`src/rtl/eth_rx_filter_pkg.sv`:
```
// Shared types and constants for the receive-path destination-MAC filter.
package eth_rx_filter_pkg;

    localparam int              ETH_ADDR_W        = 48;
    localparam logic [47:0]     ETH_BCAST_ADDR    = 48'hFFFF_FFFF_FFFF;
    localparam int              ETH_HDR_DST_BYTES = 6;

    typedef enum logic [1:0] {
        HDR,
        EMIT,
        PASS,
        DROP
    } filt_state_t;

    // Byte 0 is the first byte on the wire, i.e. dst[47:40].
    function automatic logic [7:0] dst_byte(input logic [ETH_ADDR_W-1:0] dst,
                                            input logic [2:0]            idx);
        case (idx)
            3'd0:    dst_byte = dst[47:40];
            3'd1:    dst_byte = dst[39:32];
            3'd2:    dst_byte = dst[31:24];
            3'd3:    dst_byte = dst[23:16];
            3'd4:    dst_byte = dst[15:8];
            3'd5:    dst_byte = dst[7:0];
            default: dst_byte = 8'h00;
        endcase
    endfunction

endpackage

```
`src/rtl/eth_dst_addr_match.sv`:
```
// Combinational accept decision for a buffered destination address.
module eth_dst_addr_match
    import eth_rx_filter_pkg::*;
(
    input  logic [ETH_ADDR_W-1:0] dst,
    input  logic [ETH_ADDR_W-1:0] local_mac,
    input  logic                  promisc,
    input  logic                  mcast_en,
    output logic                  match
);

    // dst[40] is the group bit of the first octet on the wire.
    assign match = promisc
                 | (dst == local_mac)
                 | (dst == ETH_BCAST_ADDR)
                 | (mcast_en & dst[40]);

endmodule

```
`src/rtl/eth_rx_dest_filter.sv`:
```
// Buffers the destination MAC of each RX frame, then forwards or discards it.
// Optional statistics counters are enabled with ETH_RX_FILTER_STATS_EN.
module eth_rx_dest_filter
    import eth_rx_filter_pkg::*;
#(
    parameter int HDR_BYTES = ETH_HDR_DST_BYTES
) (
    input  logic                  logic_clk,
    input  logic                  logic_rst,
    input  logic [7:0]            s_axis_tdata,
    input  logic                  s_axis_tvalid,
    output logic                  s_axis_tready,
    input  logic                  s_axis_tlast,
    input  logic                  s_axis_tuser,
    output logic [7:0]            m_axis_tdata,
    output logic                  m_axis_tvalid,
    input  logic                  m_axis_tready,
    output logic                  m_axis_tlast,
    output logic                  m_axis_tuser,
    input  logic [ETH_ADDR_W-1:0] local_mac,
    input  logic                  promisc,
    input  logic                  mcast_en,
`ifdef ETH_RX_FILTER_STATS_EN
    output logic [31:0]           stat_pass_cnt,
    output logic [31:0]           stat_drop_cnt,
    output logic [31:0]           stat_runt_cnt,
`endif
    output logic                  frame_pass,
    output logic                  frame_drop
);

    localparam logic [2:0] LAST_IDX = 3'(HDR_BYTES - 1);

    filt_state_t           r_state;
    logic [2:0]            r_idx;
    logic [ETH_ADDR_W-1:0] r_dst;
    logic                  r_last6;
    logic                  r_user6;
    logic                  r_pass;
    logic                  r_drop;

    filt_state_t           w_state_next;
    logic [2:0]            w_idx_next;
    logic [ETH_ADDR_W-1:0] w_dst_next;
    logic                  w_last6_next;
    logic                  w_user6_next;
    logic                  w_pass_next;
    logic                  w_drop_next;
    logic                  w_runt;
    logic [ETH_ADDR_W-1:0] w_dst_shift;
    logic                  w_match;

    // The decision must see the sixth byte before it lands in r_dst.
    assign w_dst_shift = {r_dst[ETH_ADDR_W-9:0], s_axis_tdata};

    eth_dst_addr_match u_match (
        .dst       (w_dst_shift),
        .local_mac (local_mac),
        .promisc   (promisc),
        .mcast_en  (mcast_en),
        .match     (w_match)
    );

    always_comb begin
        // NOTE: every output of this block gets a default first, so no path can infer a latch.
        w_state_next  = r_state;
        w_idx_next    = r_idx;
        w_dst_next    = r_dst;
        w_last6_next  = r_last6;
        w_user6_next  = r_user6;
        w_pass_next   = 1'b0;
        w_drop_next   = 1'b0;
        w_runt        = 1'b0;
        s_axis_tready = 1'b0;
        m_axis_tvalid = 1'b0;
        m_axis_tdata  = 8'h00;
        m_axis_tlast  = 1'b0;
        m_axis_tuser  = 1'b0;

        case (r_state)
            HDR: begin
                s_axis_tready = 1'b1;
                if (s_axis_tvalid) begin
                    w_dst_next = w_dst_shift;
                    w_idx_next = r_idx + 3'd1;
                    if (r_idx == LAST_IDX) begin
                        w_idx_next   = 3'd0;
                        w_last6_next = s_axis_tlast;
                        w_user6_next = s_axis_tuser;
                        if (w_match) begin
                            w_pass_next  = 1'b1;
                            w_state_next = EMIT;
                        end else begin
                            w_drop_next = 1'b1;
                            if (!s_axis_tlast) w_state_next = DROP;
                        end
                    end else if (s_axis_tlast) begin
                        w_idx_next  = 3'd0;
                        w_drop_next = 1'b1;
                        w_runt      = 1'b1;
                    end
                end
            end
            EMIT: begin
                m_axis_tvalid = 1'b1;
                m_axis_tdata  = dst_byte(r_dst, r_idx);
                if (r_idx == LAST_IDX) begin
                    m_axis_tlast = r_last6;
                    m_axis_tuser = r_user6;
                end
                if (m_axis_tready) begin
                    w_idx_next = r_idx + 3'd1;
                    if (r_idx == LAST_IDX) begin
                        w_idx_next   = 3'd0;
                        w_state_next = r_last6 ? HDR : PASS;
                    end
                end
            end
            PASS: begin
                s_axis_tready = m_axis_tready;
                m_axis_tvalid = s_axis_tvalid;
                m_axis_tdata  = s_axis_tdata;
                m_axis_tlast  = s_axis_tlast;
                m_axis_tuser  = s_axis_tuser;
                if (s_axis_tvalid && m_axis_tready && s_axis_tlast) w_state_next = HDR;
            end
            DROP: begin
                s_axis_tready = 1'b1;
                if (s_axis_tvalid && s_axis_tlast) w_state_next = HDR;
            end
            default: w_state_next = HDR;
        endcase
    end

    always_ff @(posedge logic_clk) begin
        // NOTE: state registers use non-blocking assignments so every flop samples pre-edge values.
        if (logic_rst) begin
            r_state <= HDR;
            r_idx   <= 3'd0;
            r_dst   <= '0;
            r_last6 <= 1'b0;
            r_user6 <= 1'b0;
            r_pass  <= 1'b0;
            r_drop  <= 1'b0;
        end else begin
            r_state <= w_state_next;
            r_idx   <= w_idx_next;
            r_dst   <= w_dst_next;
            r_last6 <= w_last6_next;
            r_user6 <= w_user6_next;
            r_pass  <= w_pass_next;
            r_drop  <= w_drop_next;
        end
    end

    assign frame_pass = r_pass;
    assign frame_drop = r_drop;

`ifdef ETH_RX_FILTER_STATS_EN
    always_ff @(posedge logic_clk) begin
        if (logic_rst) begin
            stat_pass_cnt <= '0;
            stat_drop_cnt <= '0;
            stat_runt_cnt <= '0;
        end else begin
            if (w_pass_next)            stat_pass_cnt <= stat_pass_cnt + 32'd1;
            if (w_drop_next && !w_runt) stat_drop_cnt <= stat_drop_cnt + 32'd1;
            if (w_drop_next && w_runt)  stat_runt_cnt <= stat_runt_cnt + 32'd1;
        end
    end
`endif

endmodule

```
`config.mk`:
```
export PLATFORM = sky130hd
export DESIGN_NAME = eth_rx_dest_filter
export DESIGN_NICKNAME = d
export VERILOG_FILES = /design/src/rtl/eth_rx_filter_pkg.sv /design/src/rtl/eth_dst_addr_match.sv /design/src/rtl/eth_rx_dest_filter.sv
export SDC_FILE = /design/constraint.sdc
export NUM_CORES = 1
export LEC_CHECK = 0
export CAP_MARGIN = 20
export CORE_ASPECT_RATIO = 1.2
export CORE_MARGIN = 3
export CORE_UTILIZATION = 30
export DETAILED_ROUTE_END_ITERATION = 12
export SYNTH_ARGS = -nofsm -noshare
export SYNTH_HDL_FRONTEND = slang
export SYNTH_HIERARCHICAL = 1
export SYNTH_SLANG_ARGS = --single-unit
```
`constraint.sdc`:
```
create_clock -name logic_clk -period 5.1 [get_ports logic_clk]
set_input_delay 1.02 -clock logic_clk [delete_from_list [all_inputs] [get_ports logic_clk]]
set_output_delay 1.02 -clock logic_clk [all_outputs]
set_load 0.03 [all_outputs]
```
# == Yosys cells after proc, flatten, opt, wreduce, memory -nomap -nowiden ==
# Index checks and enable logic that the tools add are counted.
# word_totals
input_bits,64
out_inout_bits,14
ff_bits,57
# op_classes
eq_ne,17
addsub,1
bitwise,7
reduce_logical,13
muxes,28
# ops
cell,count
$eq 48x48->1,1
$eq 48x48->1 const B,1
$pmux 8 s6,1
$mux 2,9
$pmux 8 s2,1
$mux 3,5
$ne 2x2->1 const B,6
$pmux 1 s2,4
$pmux 2 s4,1
$reduce_and 7->1,1
$eq 3x2->1 const B,2
$eq 3x3->1 const B,2
$mux 1,6
$pmux 3 s2,1
$reduce_and 3->1,2
$eq 2x2->1 const B,2
$reduce_or 4->1,1
$add 3x1->3 const B,1
$eq 3x1->1 const B,1
$logic_and 1x1->1,3
$logic_not 3->1,1
$ne 3x2->1 const B,1
$not 1->1,3
$or 1x1->1,3
other kinds (7),7

# == Depth between registers and ports, before layout ==
# Gate-level depths: netlist of the first run.
# depth
depth_word,8
ltp_mapped,9

# == Modules after synthesis ==
# The synthesis of the first run kept the hierarchy.
# modules_own_cells
mod,instances,seq_area_each_um2,area_per_inst_um2,cells_per_inst
eth_rx_dest_filter,1,1141.1,2648.8,351
eth_dst_addr_match,1,0.0,634.4,82

# == Worst setup path before layout of the first run ==
# No wires, ideal clock.
# synth_timing
path_type,reg2out
start,reg r_idx[0]
end,out m_axis_tdata[2]
path_stages_with_launch,7
t_arrival_ps,1857
setup_slack_ps,2223
required_ps,4080
path_cell_list,dfxtp_1 > ha_1 > clkbuf_1 > a22oi_1 > a22oi_1 > a21oi_1 > o21ai_0
# synth_via
elab_chain_cells,3
elab_cells_between_ends,8
# synth_lines
item,line_no,source
start: declaration,eth_rx_dest_filter.sv:35,logic [2:0] r_idx;
start signal: assignment,eth_rx_dest_filter.sv:147,r_idx <= w_idx_next;
$eq 3x3->1 (tied with other cells),eth_rx_filter_pkg.sv:18,case (idx)
$pmux 8 s6 (*),eth_rx_filter_pkg.sv:18,
$pmux 8 s2 (*),eth_rx_dest_filter.sv:80,case (r_state)
end: declaration,eth_rx_dest_filter.sv:15,"output logic [7:0] m_axis_tdata,"
# Mark *: on every way between the ends. The rest lies on a longest branch, timed or not.

# == Final worst setup path of the first run ==
# layout_timing
start,reg r_idx[1]
end,out m_axis_tdata[7]
# Same word-level chain as after synthesis.

==> results of run 1 <==
-- layer usage --
metal,track usage,share of wire,up-vias
met1,0.247,0.42,1572
li1,-,-,1630
met2,0.296,0.46,173
met3,0.0387,0.078,32
met4,0.0881,0.038,0
met5,0,0,-
-- critical path, stage by stage, from the launching register on --
cell and delay, ns:
dfxtp_1 0.34, inv_1 0.09, ha_1 0.44, and2_1 0.54
a32o_1 0.20, a211oi_1 0.05, o21ai_0 0.20, clkdlybuf4s50_1 0.70
-- cell type report --
class                   count  area share
multi-input cells         340       0.454
well taps                 129      0.0368
clock buffers              13      0.0570
clock inverters             3     0.00912
repair buffers             79       0.178
flip-flops and latches     57       0.260
inverters                   7     0.00598
-- cells by family after synthesis --
kind of cell	after synthesis	synth area share
and+or+nand+nor	177	0.242
buffers and inverters	36	0.0457
muxes	6	0.0206
AOI/OAI and AO/OA	100	0.182
adders and majority gates	9	0.0343
DFF	57	0.348
xor gates and xnor gates	48	0.128
-- registers in the layout, summed over array words and instances, names as in the netlist --
register	flops
frame_pass	1
r_state	2
r_last6	1
frame_drop	1
r_user6	1
r_dst	48
r_idx	3
-- cells in the final DEF (no fill, tap or decap), types with 2 or more instances in the layout --
cell             netlist  final
xnor2_1               48     48
nor4_1                 5      5
ha_1                   9      9
mux2_2                 2      2
a32oi_1                2      2
dfxtp_1               57     57
clkinv_2               0      2
a21oi_1               62     62
o21ai_1                2      2
nor2b_1                6      6
o21ai_0                8      8
a222oi_1               4      4
nor2_1                11     11
nor3_1                 5      5
mux2i_1                3      3
nand4_1               24     24
a32o_1                 5      5
inv_1                  7      7
nand2b_1               4      4
a22oi_1                9      9
clkdlybuf4s50_1        0     76
buf_4                  1      2
and2_1                 3      3
clkbuf_1              16      3
nand3_1                7      7
clkbuf_16              0      9
nand2_1              111    111
a211oi_1               4      4
-- through the flow --
stage	setup WS, ns	hold slack [ns]
global route	1.00	0.479
global placement	1.54	0.444
floorplan	2.22	0.434
CTS	1.18	0.455
detailed placement	1.54	0.448
finish	1.19	0.455
-- report_power, final --
part	switching (mW)	leakage [nW]	internal, mW
clock network	0.203	0.144	0.390
registers	0.0178	0.462	0.455
logic	0.0678	0.768	0.0745
-- worst max-delay path by stage --
stage                    startpoint              end  slack, ns  cells after the start
global placement    s_axis_tdata[7]  m_axis_tdata[7]       1.54                      4
global route               r_idx[1]  m_axis_tdata[7]       1.00                      7
floorplan                  r_idx[0]  m_axis_tdata[2]       2.22                      6
finish                     r_idx[1]  m_axis_tdata[7]       1.19                      7
CTS                        r_idx[1]  m_axis_tdata[7]       1.18                      7
detailed placement         r_idx[0]  m_axis_tdata[1]       1.54                      6
==> results.yml, run 1 <==
timing:
  slew_violations: 0
  min_period_over_period: 0.767
  max_freq_mhz: 256
  max-slew-margin-rel: 0.267
  rsz0062_at_grt: "false"
  layout_min_cycle_time_ns: 3.91
  setup-violations-final: 0
  tightest_slew_ns: 1.10
  finClkSkew_ns: 0.00881
  final_hold_viol_count: 0
  tns_ns: 0
worst_hold_path:
  worstHoldEndpoint: "r_dst[46]"
  hold_path_depth: 2
  worstHoldStart: "r_dst[46]"
  hold_class: "flop to flop"
power:
  vdd_drop_max_mv: 0.195
  power.total_mw: 1.21
  power_density_nw_per_um2: 275
  p_leak_nw: 1.37
placement:
  portBuffers: 77
  hpwl_mm: 8.20
  post_dp_cell_area_sq_um: 4100
  dp_cells: 612
  gp_congestion: 0.918
worst_setup_path:
  worst_ep_arrival_time_ns: 2.89
  worst_setup_path_start_kind: "flop"
  rrSetupSlack_ns: 2.74
  timing.rr.end: "r_state[1]"
  critPathKind: "flop to primary output"
  cp.required_ns: 4.08
  rr_worst_depth: 8
  r2r_start: "r_dst[32]"
  cp-end-kind: "primary output"
  crit_fanout: 15
finish:
  final_area_sq_um: 4390
  area_delta_synth_final_pct: 33.8
  fill_cells: 1042
  diodes: 0
  instances_no_fill: 628
  nNetsFinal: 567
  seq_area_sq_um: 1140
  multiInputGateArea_sq_um: 1990
  drive_gt1_frac: 0.0401
  finalCoreUtilization: 0.414
synthesis:
  dominantRegCellSynth: "dfxtp_1"
  synth_top_area_cell: "dfxtp_1"
  syn_nets: 506
  synthTopCellsByCount: "nand2_1 (111), a21oi_1 (62), dfxtp_1 (57)"
  synth.avg_cell_area_sq_um: 7.58
  synth_area_leaders: "dfxtp_1 (35%), xnor2_1 (13%), nand2_1 (13%), a21oi_1 (9.5%), nand4_1 (4.6%)"
  yosysSeqAreaShare: 0.348
  yosysTopAreaCellShare: 0.348
  synth_warnings: 6
  synthArstFlopShare: 0
  synth_edf_count: 0
  syn-cell-area_sq_um: 3280
  synth.distinct_cells: 34
  syn_inst: 433
  synth-seq-cells: 57
  synth.most_common_cell: "nand2_1"
global_routing:
  grt_antenna_before_repair: 0
  grt_max_degree: 60
  track_usage: 0.189
  grt-ovfl-total: 0
  grt_pass1_wl_mm: 17.6
  grt_pass1_vias: 3179
floorplan:
  ioPinCount: 78
  fp.dieW_microns: 101
  die_height_microns: 121
  core_area_sq_um: 10600
  row_count: 41
  start_util: 0.309
  dieArea_sq_um: 12200
cts:
  cts_root_buf: "clkbuf_16"
  cts_htree_levels: 3
  cts_tree: "built"
  clock_latency_ns: 0.32
  clkSinkCount: 57
  cts_resized: 0
  cts_buffer_depth: 2
  clk_pin_slew_ns: 0.05
  postCtsHoldBufs: 0
  cts_setup_buffers: 0
  cts_buffers: 9
route:
  wirelength_mm: 11.4
  drcViolationCount: 0
  ant_nets: 0
  wire_per_inst_microns: 18.2
  viasPerCell: 5.43
  dr_total_vias: 3407
  firstDrtPassIters: 6
  drt_iter0_markers: 493
flow_run:
  maxCapViolCount: 0
status:
  status: "finished, final reports clean"
No activity file was read; power rests on OpenSTA's default activity.
==> inputs of run 2 (changes only) <==
clock period = 3.54 ns   (was 5.1 ns; I/O delays follow)
==> results.yml, run 2 (synthesis gave the netlist of run 1 again) <==
status:
  status: "finished, final reports clean"
worst_setup_path:
  slowest_delay_ns: 0.60
  crit_buf_inv: 2
  critPathKind: "flop to primary output"
  path_cells: "inv_1 -> ha_1 -> and2_1 -> a32o_1 -> a211oi_1 -> o21ai_0 -> clkdlybuf4s50_1"
  cp_slowest_cell: "clkdlybuf4s50_1"
  worst_setup_path_start_kind: "flop"
  crit_fanout: 13
  critPathTopFamily: "buffers and inverters"
  cp-end-kind: "primary output"
  worst_ep_arrival_time_ns: 2.63
  cp.required_ns: 2.83
finish:
  seq_area_sq_um: 1140
  fill_cells: 1023
  top_regs: "r_dst: 48 flops, r_idx: 3 flops, r_state: 2 flops"
  drive_gt1_frac: 0.0537
  area_delta_synth_final_pct: 35.2
  largest_register: "r_dst"
  layout_commonest_cell: "nand2_1"
  nNetsFinal: 572
  diodes: 0
  multiInputGateArea_sq_um: 1990
  largest_reg_flops: 48
  instances_no_fill: 632
  final_cell_mix: "nand2_1 (111), clkdlybuf4s50_1 (76), a21oi_1 (62)"
route:
  wirelength_mm: 11.7
  drcViolationCount: 0
  dr_total_vias: 3397
  viasPerCell: 5.38
  wl_met2_mm: 5.43
  wire_per_inst_microns: 18.5
  wl_met3_microns: 991
  dr.max_layer_used: "met4"
  firstDrtPassIters: 7
  ant_nets: 0
  m1WireLength_mm: 4.76
  drt_iter0_markers: 412
power:
  vdd_drop_max_mv: 0.203
  p_leak_nw: 1.40
  power_density_nw_per_um2: 397
cts:
  clkSinkCount: 57
  clk_pin_slew_ns: 0.05
  postCtsHoldBufs: 0
  cts_tree: "built"
  cts_htree_levels: 3
  clock_latency_ns: 0.32
  cts_buffers: 9
  cts_root_buf: "clkbuf_16"
  cts_buffer_depth: 2
worst_hold_path:
  hold_class: "flop to flop"
placement:
  gp_congestion: 0.934
  portBuffers: 77
  dp_cells: 617
  hpwl_mm: 8.44
floorplan:
  start_util: 0.309
  die_height_microns: 121
  row_count: 41
  core_area_sq_um: 10600
  fp.dieW_microns: 101
  dieArea_sq_um: 12200
  ioPinCount: 78
timing:
  max-slew-margin-rel: 0.578
  layout_min_cycle_time_ns: 3.34
  final_hold_viol_count: 0
  tightest_slew_ns: 0.633
  tns_ns: 0
  max_freq_mhz: 299
  slew_violations: 0
  min_period_over_period: 0.944
  finClkSkew_ns: 0.00493
  rsz0062_at_grt: "false"
  setup-violations-final: 0
global_routing:
  grt-ovfl-total: 0
  grt_max_degree: 51
  grt_pass1_vias: 3376
  grt_pass1_wl_mm: 18.0
  grt_antenna_before_repair: 0
  track_usage: 0.194
flow_run:
  maxCapViolCount: 0
==> run 2: cell count changes in the layout (fill, tap and decap cells not counted), sizes merged <==
cell    change
buf         +5
clkbuf      -1
==> run 2: area by class of cell <==
type,instances,share of cell area
Tap cell,129,0.0364
Inverter,7,0.00592
Multi-Input combinational cell,340,0.449
Clock inverter,3,0.00902
Timing Repair Buffer,84,0.184
Clock buffer,12,0.0578
Sequential cell,57,0.257
==> run 2: layer usage <==
layer	vias to the layer above	GRT usage
met5	-	0
met1	1576	0.233
met2	155	0.310
met3	33	0.0554
met4	0	0.106
li1	1633	-
==> run 2: what timing repair did <==
| item | CTS | global route |
|---|---|---|
| setup endpoints to repair | 0 | 2 |
| setup buffers | 0 | 0 |
| gates resized for setup | 0 | 1 |
==> run 2: through the flow <==
| step | utilization | hold slack [ns] | power (mW) | worst slack, ns | instance area (sq um) |
|---|---|---|---|---|---|
| 6_report | 0.418 | 0.458 | 1.76 | 0.198 | 4440 |
| 5_1_grt | 0.418 | 0.481 | 1.83 | 0.0303 | 4440 |
| 4_1_cts | 0.418 | 0.458 | 1.77 | 0.161 | 4440 |
| 3_5_place_dp | 0.390 | 0.451 | 0.900 | 0.428 | 4140 |
| 3_3_place_gp | 0.390 | 0.446 | 0.899 | 0.450 | 4140 |
| 2_1_floorplan | - | 0.434 | 0.779 | 0.975 | 3280 |
==> run 2: worst paths after layout <==
check        startpoint               to  slack, ns  depth (start not counted)
min reg2reg     r_user6          r_user6       0.46                          2
max            r_idx[1]  m_axis_tdata[5]       0.20                          7
max reg2reg   r_dst[32]       r_state[1]       1.22                          8
min             r_user6          r_user6       0.46                          2
==> run 2: power breakdown <==
part           internal, mW  leakage [nW]  switching (mW)
Clock                 0.576         0.148           0.294
Sequential            0.656         0.462          0.0235
Combinational         0.110         0.793           0.101
Total                  1.34          1.40           0.418
==> run 2: worst register-to-register path: cells and delay by family, from the launching register on <==
| family | cells | cell delay, ns |
|---|---|---|
| flops | 1 | 0.50 |
| simple gates | 4 | 0.77 |
| mux | 1 | 0.30 |
| compound gates | 2 | 0.43 |
| xor+xnor | 1 | 0.20 |
==> inputs of run 3 (changes only) <==
ABC_AREA = 1   (was not set)
==> results.yml, run 3 <==
status:
  status: "finished, final reports clean"
synthesis:
  dominantRegCellSynth: "dfxtp_1"
  yosys.area_share.simple: 0.384
  syn_inst: 617
  muxShareOfSynthArea: 0
  synth-adder-area-share: 0.0296
  synth_top_area_cell: "dfxtp_1"
  synth_area_leaders: "dfxtp_1 (30%), nor2_1 (15%), nand2_1 (14%), xnor2_1 (8.1%), o21ai_0 (7.4%)"
  yosysTopAreaCellShare: 0.300
  synth_top_family_by_area: "simple AND/OR/NAND/NOR gates"
  synth_xor_area_frac: 0.0807
  yosysSeqAreaShare: 0.300
  synth.distinct_cells: 29
  synthTopCellsByCount: "nor2_1 (147), nand2_1 (145), dfxtp_1 (57)"
  syn_nets: 690
  synthArstFlopShare: 0
  synth_compound_area_frac: 0.101
  synth.most_common_cell: "nor2_1"
  synth_edf_count: 0
  synth_warnings: 6
  syn-cell-area_sq_um: 3800
  synth.avg_cell_area_sq_um: 6.16
  synth-seq-cells: 57
worst_setup_path:
  critPathTopFamily: "buffers and inverters"
  crit_fanout: 17
  path_cells: "ha_1 -> nand3_1 -> nand2_1 -> inv_1 -> nand2_1 -> nand2_1 -> a21oi_1 -> clkdlybuf4s50_1"
  rr_worst_depth: 7
  crit_buf_inv: 2
  rrSetupSlack_ns: 1.38
  timing.rr.end: "r_dst[12]"
  cp.required_ns: 2.83
  critPathMostFrequentCell: "nand2_1"
  worst_setup_path_start_kind: "flop"
  cp-end-kind: "primary output"
  cp_slowest_cell: "clkdlybuf4s50_1"
  critPathKind: "flop to primary output"
  r2r_start: "r_state[0]"
  slowest_delay_ns: 0.70
  worst_ep_arrival_time_ns: 2.60
placement:
  portBuffers: 77
  gp_congestion: 0.911
  hpwl_mm: 8.44
  post-place-ws_ns: 0.589
  dp_cells: 828
floorplan:
  die_height_microns: 129
  fp.dieW_microns: 109
  ioPinCount: 78
  core_area_sq_um: 12200
  row_count: 44
  dieArea_sq_um: 14100
  start_util: 0.311
finish:
  drive_gt1_frac: 0.0469
  final_cell_mix: "nor2_1 (147), nand2_1 (145), clkdlybuf4s50_1 (77)"
  diodes: 0
  finalCoreUtilization: 0.406
  area_delta_synth_final_pct: 30.7
  largest_reg_flops: 48
  top_regs: "r_dst: 48 flops, r_idx: 3 flops, r_state: 2 flops"
  nNetsFinal: 751
  layout_commonest_cell: "nor2_1"
  largest_register: "r_dst"
  instances_no_fill: 844
power:
  p_leak_nw: 2.12
  power_density_nw_per_um2: 672
  vdd_drop_max_mv: 0.504
cts:
  clock_latency_ns: 0.33
  clk_pin_slew_ns: 0.05
  cts_setup_buffers: 0
  cts_buffer_depth: 2
  clkSinkCount: 57
  cts_root_buf: "clkbuf_16"
  cts_resized: 0
  cts_htree_levels: 3
  cts_buffers: 9
  cts_tree: "built"
  postCtsHoldBufs: 0
timing:
  tns_ns: 0
  slew_violations: 0
  max_freq_mhz: 302
  final_hold_viol_count: 0
  tightest_slew_ns: 0.680
  max-slew-margin-rel: 0.544
  setup-violations-final: 0
  layout_min_cycle_time_ns: 3.31
  min_period_over_period: 0.934
  finClkSkew_ns: 0.00268
  rsz0062_at_grt: "false"
  setup_slack_ns: 0.234
worst_hold_path:
  worstHoldEndpoint: "r_dst[44]"
  worstHoldStart: "r_dst[44]"
  hold_class: "flop to flop"
  hold_path_depth: 2
global_routing:
  track_usage: 0.165
  grt-ovfl-total: 0
  grt_pass1_vias: 3853
  grt_max_degree: 53
  grt_pass1_wl_mm: 18.6
  grt_antenna_before_repair: 0
route:
  wirelength_mm: 11.2
  wire_per_inst_microns: 13.3
  drcViolationCount: 0
  dr_total_vias: 3969
  ant_nets: 0
  viasPerCell: 4.70
  firstDrtPassIters: 5
  drt_iter0_markers: 255
flow_run:
  maxCapViolCount: 0
## run 3: cell count changes after synthesis, sizes merged, moves of 5 or more
| cell | delta |
|---|---|
| nor2b | -6 |
| o21ai | +47 |
| nor4 | -5 |
| a32o | -5 |
| xnor2 | -13 |
| nor2 | +138 |
| a21oi | -49 |
| nand3 | +39 |
| nand4 | -17 |
| inv | +48 |
| a22oi | -8 |
| nand2 | +38 |
## run 3: power by group
group / leakage (nW) / total, mW / switching [mW] / internal [mW]
clock: 0.162 / 0.950 / 0.299 / 0.651
sequential: 0.471 / 1.12 / 0.291 / 0.832
combinational: 1.49 / 1.26 / 0.774 / 0.490
## run 3: metal layers
metal	share of wire	wire length (microns)	GRT usage
met1	0.46	5110	0.210
met2	0.47	5210	0.277
met3	0.059	656	0.0309
met4	0.019	215	0.0587
met5	0	0	0
## run 3: cell type report
cell class	instances	area, sq um
clock inverters	5	77.6
flip-flops and latches	57	1140
well taps	161	201
inverters	56	215
multi-input cells	474	2260
repair buffers	80	813
clock buffers	11	253
fillers	1362	7260
## run 3: worst register-to-register path: stages, from the launching register on
cell     delay, ns
dfxtp_1       0.34
inv_1         0.10
ha_1          0.36
nand2_4       0.35
inv_2         0.32
buf_4         0.42
nor2_1        0.09
nor2_1        0.12
## run 3: worst max path at each step
stage                          from              end  depth (start not counted)
floorplan                  r_idx[2]  m_axis_tdata[0]                         11
global placement    s_axis_tdata[7]  m_axis_tdata[7]                          4
detailed placement  s_axis_tdata[6]  m_axis_tdata[6]                          4
CTS                        r_idx[0]  m_axis_tdata[5]                          8
global route               r_idx[0]  m_axis_tdata[3]                          8
finish                     r_idx[0]  m_axis_tdata[6]                          8
## run 3: through the flow
stage | area [sq um] | hold WS, ns | power [mW]
after floorplan | 3800 | 0.455 | 2.05
after global placement | 4610 | 0.471 | 2.36
after detailed placement | 4630 | 0.483 | 2.40
after CTS | 4960 | 0.492 | 3.35
after global routing | 4960 | 0.511 | 3.60
final | 4960 | 0.493 | 3.34
## run 3: cell families after synthesis
group           after synthesis
compound gates               74
xor+xnor                     35
fa+ha+maj                     9
buf+inv                      86
flops                        57
simple gates                356
